--- src/rtl/envelope_vca.sv ---
// Voice VCA: slew-limited envelope gain applied to a signed sample stream
// through a 3-stage valid/ready pipeline (register, multiply, round).
module envelope_vca #(
    parameter int                        DATA_WIDTH     = 24,
    parameter int                        ENVELOPE_WIDTH = 32,
    parameter logic [ENVELOPE_WIDTH-1:0] SLEW_STEP      = 32'h0020_0000
) (
    input  logic                      clk,
    input  logic                      rst,
    input  logic [ENVELOPE_WIDTH-1:0] envelope_in,
    input  logic [DATA_WIDTH-1:0]     s_data,
    input  logic                      s_valid,
    output logic                      s_ready,
    output logic [DATA_WIDTH-1:0]     m_data,
    output logic                      m_valid,
    input  logic                      m_ready,
    output logic [ENVELOPE_WIDTH-1:0] env_level,
    output logic                      active
);

    localparam int PW = DATA_WIDTH + ENVELOPE_WIDTH + 1;
    localparam logic [ENVELOPE_WIDTH-1:0] UNITY = {1'b0, {(ENVELOPE_WIDTH-1){1'b1}}};
    localparam logic signed [PW-1:0] ROUND = PW'(64'd1 << (ENVELOPE_WIDTH - 2));

    logic                       adv;
    logic                       accept;
    logic [ENVELOPE_WIDTH-1:0]  tgt;
    logic [ENVELOPE_WIDTH-1:0]  env_cur;
    logic [ENVELOPE_WIDTH-1:0]  env_next;
    logic [ENVELOPE_WIDTH:0]    up_diff;
    logic [ENVELOPE_WIDTH:0]    down_diff;

    logic signed [DATA_WIDTH-1:0] s1_d;
    logic [ENVELOPE_WIDTH-1:0]    s1_g;
    logic                         v1;
    logic signed [PW-1:0]         prod;
    logic                         v2;
    logic signed [PW-1:0]         rounded;
    logic signed [DATA_WIDTH-1:0] scaled;

    assign adv       = ~m_valid | m_ready;
    assign s_ready   = adv;
    assign accept    = s_valid & adv;
    assign env_level = env_cur;
    assign active    = (env_cur != '0) | v1 | v2 | m_valid;

    // Slew limiter; differences are taken one bit wider so they never wrap.
    always_comb begin
        tgt       = envelope_in[ENVELOPE_WIDTH-1] ? UNITY : envelope_in;
        up_diff   = {1'b0, tgt} - {1'b0, env_cur};
        down_diff = {1'b0, env_cur} - {1'b0, tgt};
        env_next  = tgt;
        if (SLEW_STEP != '0) begin
            if (tgt > env_cur && up_diff > {1'b0, SLEW_STEP})
                env_next = env_cur + SLEW_STEP;
            else if (tgt < env_cur && down_diff > {1'b0, SLEW_STEP})
                env_next = env_cur - SLEW_STEP;
        end
    end

    // Round half up, then keep the low DATA_WIDTH bits of the arithmetic shift;
    // gain never exceeds unity, so the result always fits.
    assign rounded = prod + ROUND;
    assign scaled  = DATA_WIDTH'(rounded >>> (ENVELOPE_WIDTH - 1));

    always_ff @(posedge clk) begin
        if (rst) begin
            v1      <= 1'b0;
            v2      <= 1'b0;
            m_valid <= 1'b0;
            m_data  <= '0;
            env_cur <= '0;
        end else if (adv) begin
            v1      <= accept;
            v2      <= v1;
            m_valid <= v2;
            if (v2)
                m_data <= scaled;
            if (accept)
                env_cur <= env_next;
        end
    end

    // NOTE: datapath registers carry no reset; the valid bits alone qualify them.
    always_ff @(posedge clk) begin
        if (adv) begin
            if (accept) begin
                s1_d <= s_data;
                s1_g <= env_next;
            end
            if (v1)
                prod <= $signed({{(ENVELOPE_WIDTH+1){s1_d[DATA_WIDTH-1]}}, s1_d})
                      * $signed({{(DATA_WIDTH+1){1'b0}}, s1_g});
        end
    end

endmodule

--- config.mk ---
export PLATFORM = sky130hd
export DESIGN_NAME = envelope_vca
export DESIGN_NICKNAME = d
export VERILOG_FILES = /design/src/rtl/envelope_vca.sv
export SDC_FILE = /design/constraint.sdc
export NUM_CORES = 2
export LEC_CHECK = 0
export ABC_AREA = 1
export BUFFER_PORTS_ARGS = -buffer_cell sky130_fd_sc_hd__buf_2
export CORE_MARGIN = 3
export CORE_UTILIZATION = 40
export DETAILED_ROUTE_END_ITERATION = 16
export GPL_TIMING_DRIVEN = 0
export MAX_ROUTING_LAYER = met4
export PLACE_DENSITY_LB_ADDON = 0.15
export SYNTH_ARGS = -nofsm -noshare
export SYNTH_HDL_FRONTEND = slang
export SYNTH_SLANG_ARGS = --single-unit
--- constraint.sdc ---
create_clock -name clk -period 7.7 [get_ports clk]
set_input_delay 1.155 -clock clk [delete_from_list [all_inputs] [get_ports clk]]
set_output_delay 1.155 -clock clk [all_outputs]
set_load 0.02 [all_outputs]
======== Yosys cells after proc, flatten, opt, wreduce, memory -nomap -nowiden ========
Index checks and enable logic that the tools add are counted.
storage, ports and cells
  register bits ........................... 170
  bits of input ports ..................... 60
cells by class
  add/subtract/negate cells ............... 5
  bitwise operators ....................... 6
  multiply operators ...................... 1
  multiplexer cells ....................... 3
  reduce and logical (&&, ||, !) cells .... 6
  order comparisons ....................... 4
operators with widths
  operator                number
  $gt 33x22->1 const B    2
  $mux 32                 2
  $add 55x32->55 const B  1
  $mul 24x33->55          1
  $sub 31x32->33          1
  $sub 32x31->33          1
  $add 32x22->32 const B  1
  $gt 31x32->1            1
  $lt 31x32->1            1
  $reduce_bool 32->1      1
  $sub 32x22->32 const B  1
  $mux 31                 1
  $reduce_and 2->1        3
  $or 1x1->1              4
  $logic_and 1x1->1       2
  $and 1x1->1             1
  $not 1->1               1

======== Longest topological paths before layout ========
  depth after elaboration ................. 6
  depth in mapped cells ................... 30
  mapped depth without buffers ............ 29

======== Worst setup path after synthesis ========
OpenSTA, ideal clock, no wires.
  path type ............................... register to register
  from .................................... reg s1_g[18]
  to ...................................... reg prod[46] (data pin)
  buffers on the path ..................... 1
  arrival ................................. 5.996 ns
  cell stages (with the launch flop) ...... 28
  library setup time ...................... 0.258 ns
  period minus slack after synthesis ...... 6.254 ns
  slack ................................... 1.446 ns
  data required time ...................... 7.442 ns
  cell sequence ........................... edfxtp_1 clkbuf_1 nand2_1 inv_1 fa_1 inv_1 fa_1 fa_1 fa_1 inv_1 fa_1 fa_1 inv_1 fa_1 inv_1 ha_1 nand2_1 nor2_1 inv_1 nor2_1 inv_1 nor4_1 a21oi_1 o31ai_1 nand2_1 nand3_1 a21oi_1 xnor2_1
on the way
  longest elaborated chain between the ends .. 1
RTL lines
  what                    line  text
  from (decl)             34    logic [ENVELOPE_WIDTH-1:0] s1_g;
  from (signal assigned)  89    s1_g <= env_next;
  $mul 24x33->55          93    * $signed({{(DATA_WIDTH+1){1'b0}}, s1_g});
  to (signal assigned)    92    prod <= $signed({{(ENVELOPE_WIDTH+1){s1_d[DATA_WIDTH-1]}}, s1_d})
  to (decl)               36    logic signed [PW-1:0] prod;
Every way passes these cells.
A chain may end at the register's enable or synchronous reset.

======== Final worst setup path ========
  from .................................... reg s1_d[21]
  to ...................................... reg prod[49] (data pin)
on the way
  longest elaborated chain between the ends .. 1
RTL lines
  what                    line  text
  from (decl)             33    logic signed [DATA_WIDTH-1:0] s1_d;
  from (signal assigned)  88    s1_d <= s_data;
  $mul 24x33->55          93
Every way passes these cells.

==> flow_metrics.env <==
export IMPL_run_status="finished clean"
export IMPL_vias=31800
export IMPL_pre_cts_slack_ns=-1.16
export IMPL_worstMarginPinSlew_ns=1.34
export IMPL_drtIter0Drc=2809
export IMPL_ys_warn_count=0
export IMPL_crit_arrival_ns=7.92
export IMPL_antenna_found_initial=4
export IMPL_portBuffers=118
export IMPL_start_util_pct=40.6
export IMPL_layout_min_cycle_time_ns=7.65
export IMPL_slew_headroom_pct=9.95
export IMPL_holdCritPathClass="flip-flop to flip-flop"
export IMPL_fp_dieH_um=306
export IMPL_cts_sinks=140
export IMPL_synth_async_reset_ratio_pct=0
export IMPL_fin_skew_ns=0.0231
export IMPL_post_route_period_util_pct=99.4
export IMPL_ff_latch_area_um2=3610
export IMPL_path_class="flip-flop to flip-flop"
export IMPL_numCtsBuffers=17
export IMPL_synth_nets=5910
export IMPL_cp_required_ns=7.96
export IMPL_endpoint_kind="flip-flop"
export IMPL_place_congestion=1.01
export IMPL_synth_distinct_cells=47
export IMPL_dieArea_um2=93900
export IMPL_rows=109
export IMPL_die_w_um=306
export IMPL_routedWlPerCell_um=21.7
export IMPL_grt_total_usage_pct=30.6
export IMPL_htree_levels=4
export IMPL_synth_top_cell_area_share_pct=36.5
export IMPL_hold_violations=0
export IMPL_yosysTopAreaCell="fa_1"
export IMPL_clockBufferDepth=2
export IMPL_fillCellCount=9506
export IMPL_fmax_mhz=131
export IMPL_r2r_slack_ns=0.05
export IMPL_totalWireLength_um=136000
export IMPL_synth_area_leaders="fa_1, inv_1, nand2_1"
export IMPL_synthCells=4926
export IMPL_post_dp_hpwl_um=116000
export IMPL_nNetsFinal=6071
export IMPL_rsz0062_at_grt="no"
export IMPL_timing_hold_ws_ns=0.473
export IMPL_cts_tree="built"
export IMPL_multi_input_area_um2=26500
export IMPL_insertion_delay_ns=0.52
export IMPL_cts_root_buf="clkbuf_16"
export IMPL_overflow=0
export IMPL_firstDrtPassIters=5
export IMPL_grt_pass1_wl_um=204000
export IMPL_drive_gt1_share_pct=7.47
export IMPL_synthFlopType="edfxtp_1"
export IMPL_synth_seq_area_share_pct=10.0
export IMPL_area_growth_pct=8.80
export IMPL_cts_hold_fix_buffers=0
export IMPL_synth_edf_count=81
export IMPL_drc=0
export IMPL_drt_vias_per_instance=5.07
export IMPL_clkTransAtPathRegs_ns=0.08
export IMPL_grt_pass1_vias=32300
export IMPL_maxSlewViolCount=0
export IMPL_max_cap_violations=0
export IMPL_ant_nets=0
export IMPL_ys_ff_latch=140
export IMPL_finalSetupViolations=0
export IMPL_cp_max_fo=10
export IMPL_grt_start_max_net_pins=43
export IMPL_start_kind="flip-flop"
export IMPL_coreArea_um2=88900
export IMPL_synth_area_per_cell_um2=7.33
export IMPL_fin_ws_ns=0.0462
export IMPL_ios=119
export IMPL_synthesis_area_um2=36100
-- cell usage after synthesis (10+ instances only) --
cell and number:
inv_1 1418, nand2_1 1321, fa_1 658, ha_1 266
nor2_1 254, a21oi_1 170, nand3_1 168, clkbuf_1 151
o21ai_0 94, edfxtp_1 81, dfxtp_1 59, xor2_1 51
nand2_2 26, nor3_1 22, xnor2_1 22, nand4_1 21
nor2_2 17, a31oi_1 16, nor4_1 12, or2_2 12
o21a_1 10
-- state kept, by name, indices dropped and copies added, names as in the netlist --
name	cells
m_data	24
v2	1
s1_g	32
env_level	32
prod	25
s1_d	24
v1	1
m_valid	1
-- per-layer routing --
metal	global-route usage, %	share of wire [%]	vias up
met3	4.75	7.6	263
met5	-	0	-
met1	38.9	41	15700
met4	14.2	5.6	0
li1	-	-	14600
met2	48.1	46	1243
-- kinds of logic after synthesis --
family	synth area share, %
AOI/OAI and AO/OA	4.74
xor gates and xnor gates	1.77
adders and majority gates	45.7
buffers and inverters	16.8
DFF	10.0
and+or+nand+nor	21.0
-- layout make-up --
type	count	share of cell area, %
Multi-Input combinational cell	3189	67.4
Antenna cell	7	0.0446
Buffer	167	2.19
Tap cell	1165	3.71
Clock buffer	17	1.08
Inverter	1426	13.6
Sequential cell	140	9.20
Clock inverter	15	0.481
Timing Repair Buffer	146	2.22
-- through the flow --
step,util [%],area [um2],TNS (ns),cells
detailed placement,42.9,38200,-5.70,6210
floorplan,-,36100,0,4926
finish,44.2,39300,0,6272
global route,44.2,39300,0,6268
global placement,42.9,38200,-4.86,6209
CTS,43.9,39000,-0.0328,6251
-- critical path, stage by stage (launching register included) --
cell	delay, ns
edfxtp_1	0.64
clkbuf_2	0.43
nand2_1	0.14
inv_1	0.06
fa_1	0.54
inv_1	0.06
fa_1	0.47
fa_1	0.55
fa_1	0.44
fa_1	0.49
inv_1	0.05
fa_1	0.49
inv_1	0.05
fa_1	0.57
inv_1	0.06
ha_1	0.40
nand2_1	0.15
nor2_1	0.31
inv_1	0.11
nor4_1	0.41
nand4_1	0.18
nand3_1	0.26
nand2_1	0.09
nand2_1	0.16
a21oi_1	0.10
xnor2_1	0.18
-- path summary, 6_finish.rpt --
kind,from,endpoint,cells after the start
setup / recovery,s1_d[21],prod[49],25
hold / removal,v2,v2,2
setup reg to reg,s1_d[21],prod[49],25
hold reg to reg,v2,v2,2
-- cells in the final DEF, fill, tap and decap left out, drive strengths merged --
cell and count:
inv 1430, nand2 1350, fa 658, nor2 272, ha 266, buf 190
a21oi 170, nand3 169, clkbuf 140, o21ai 97, edfxtp 81, dfxtp 59
xor2 51, nor3 23, xnor2 22, nand4 21, a31oi 16, or2 14
nor4 13, clkinv 11, o21a 10, diode 7, nand3b 7, o21bai 7
o211ai 6, a21o 5, o221ai 3, and3 2, o31ai 2, and2 1
nand2b 1, a211oi 1, a21boi 1, a221oi 1
-- timing repair --
action	CTS	global route
endpoints found under the hold margin	0	0
gates resized for setup	78	149
buffers inserted	9	18
setup endpoints to repair	18	17
pin swaps	0	2
Power is not shown: default switching activity piles up to over one toggle a cycle in this logic, so the estimate is an artifact.
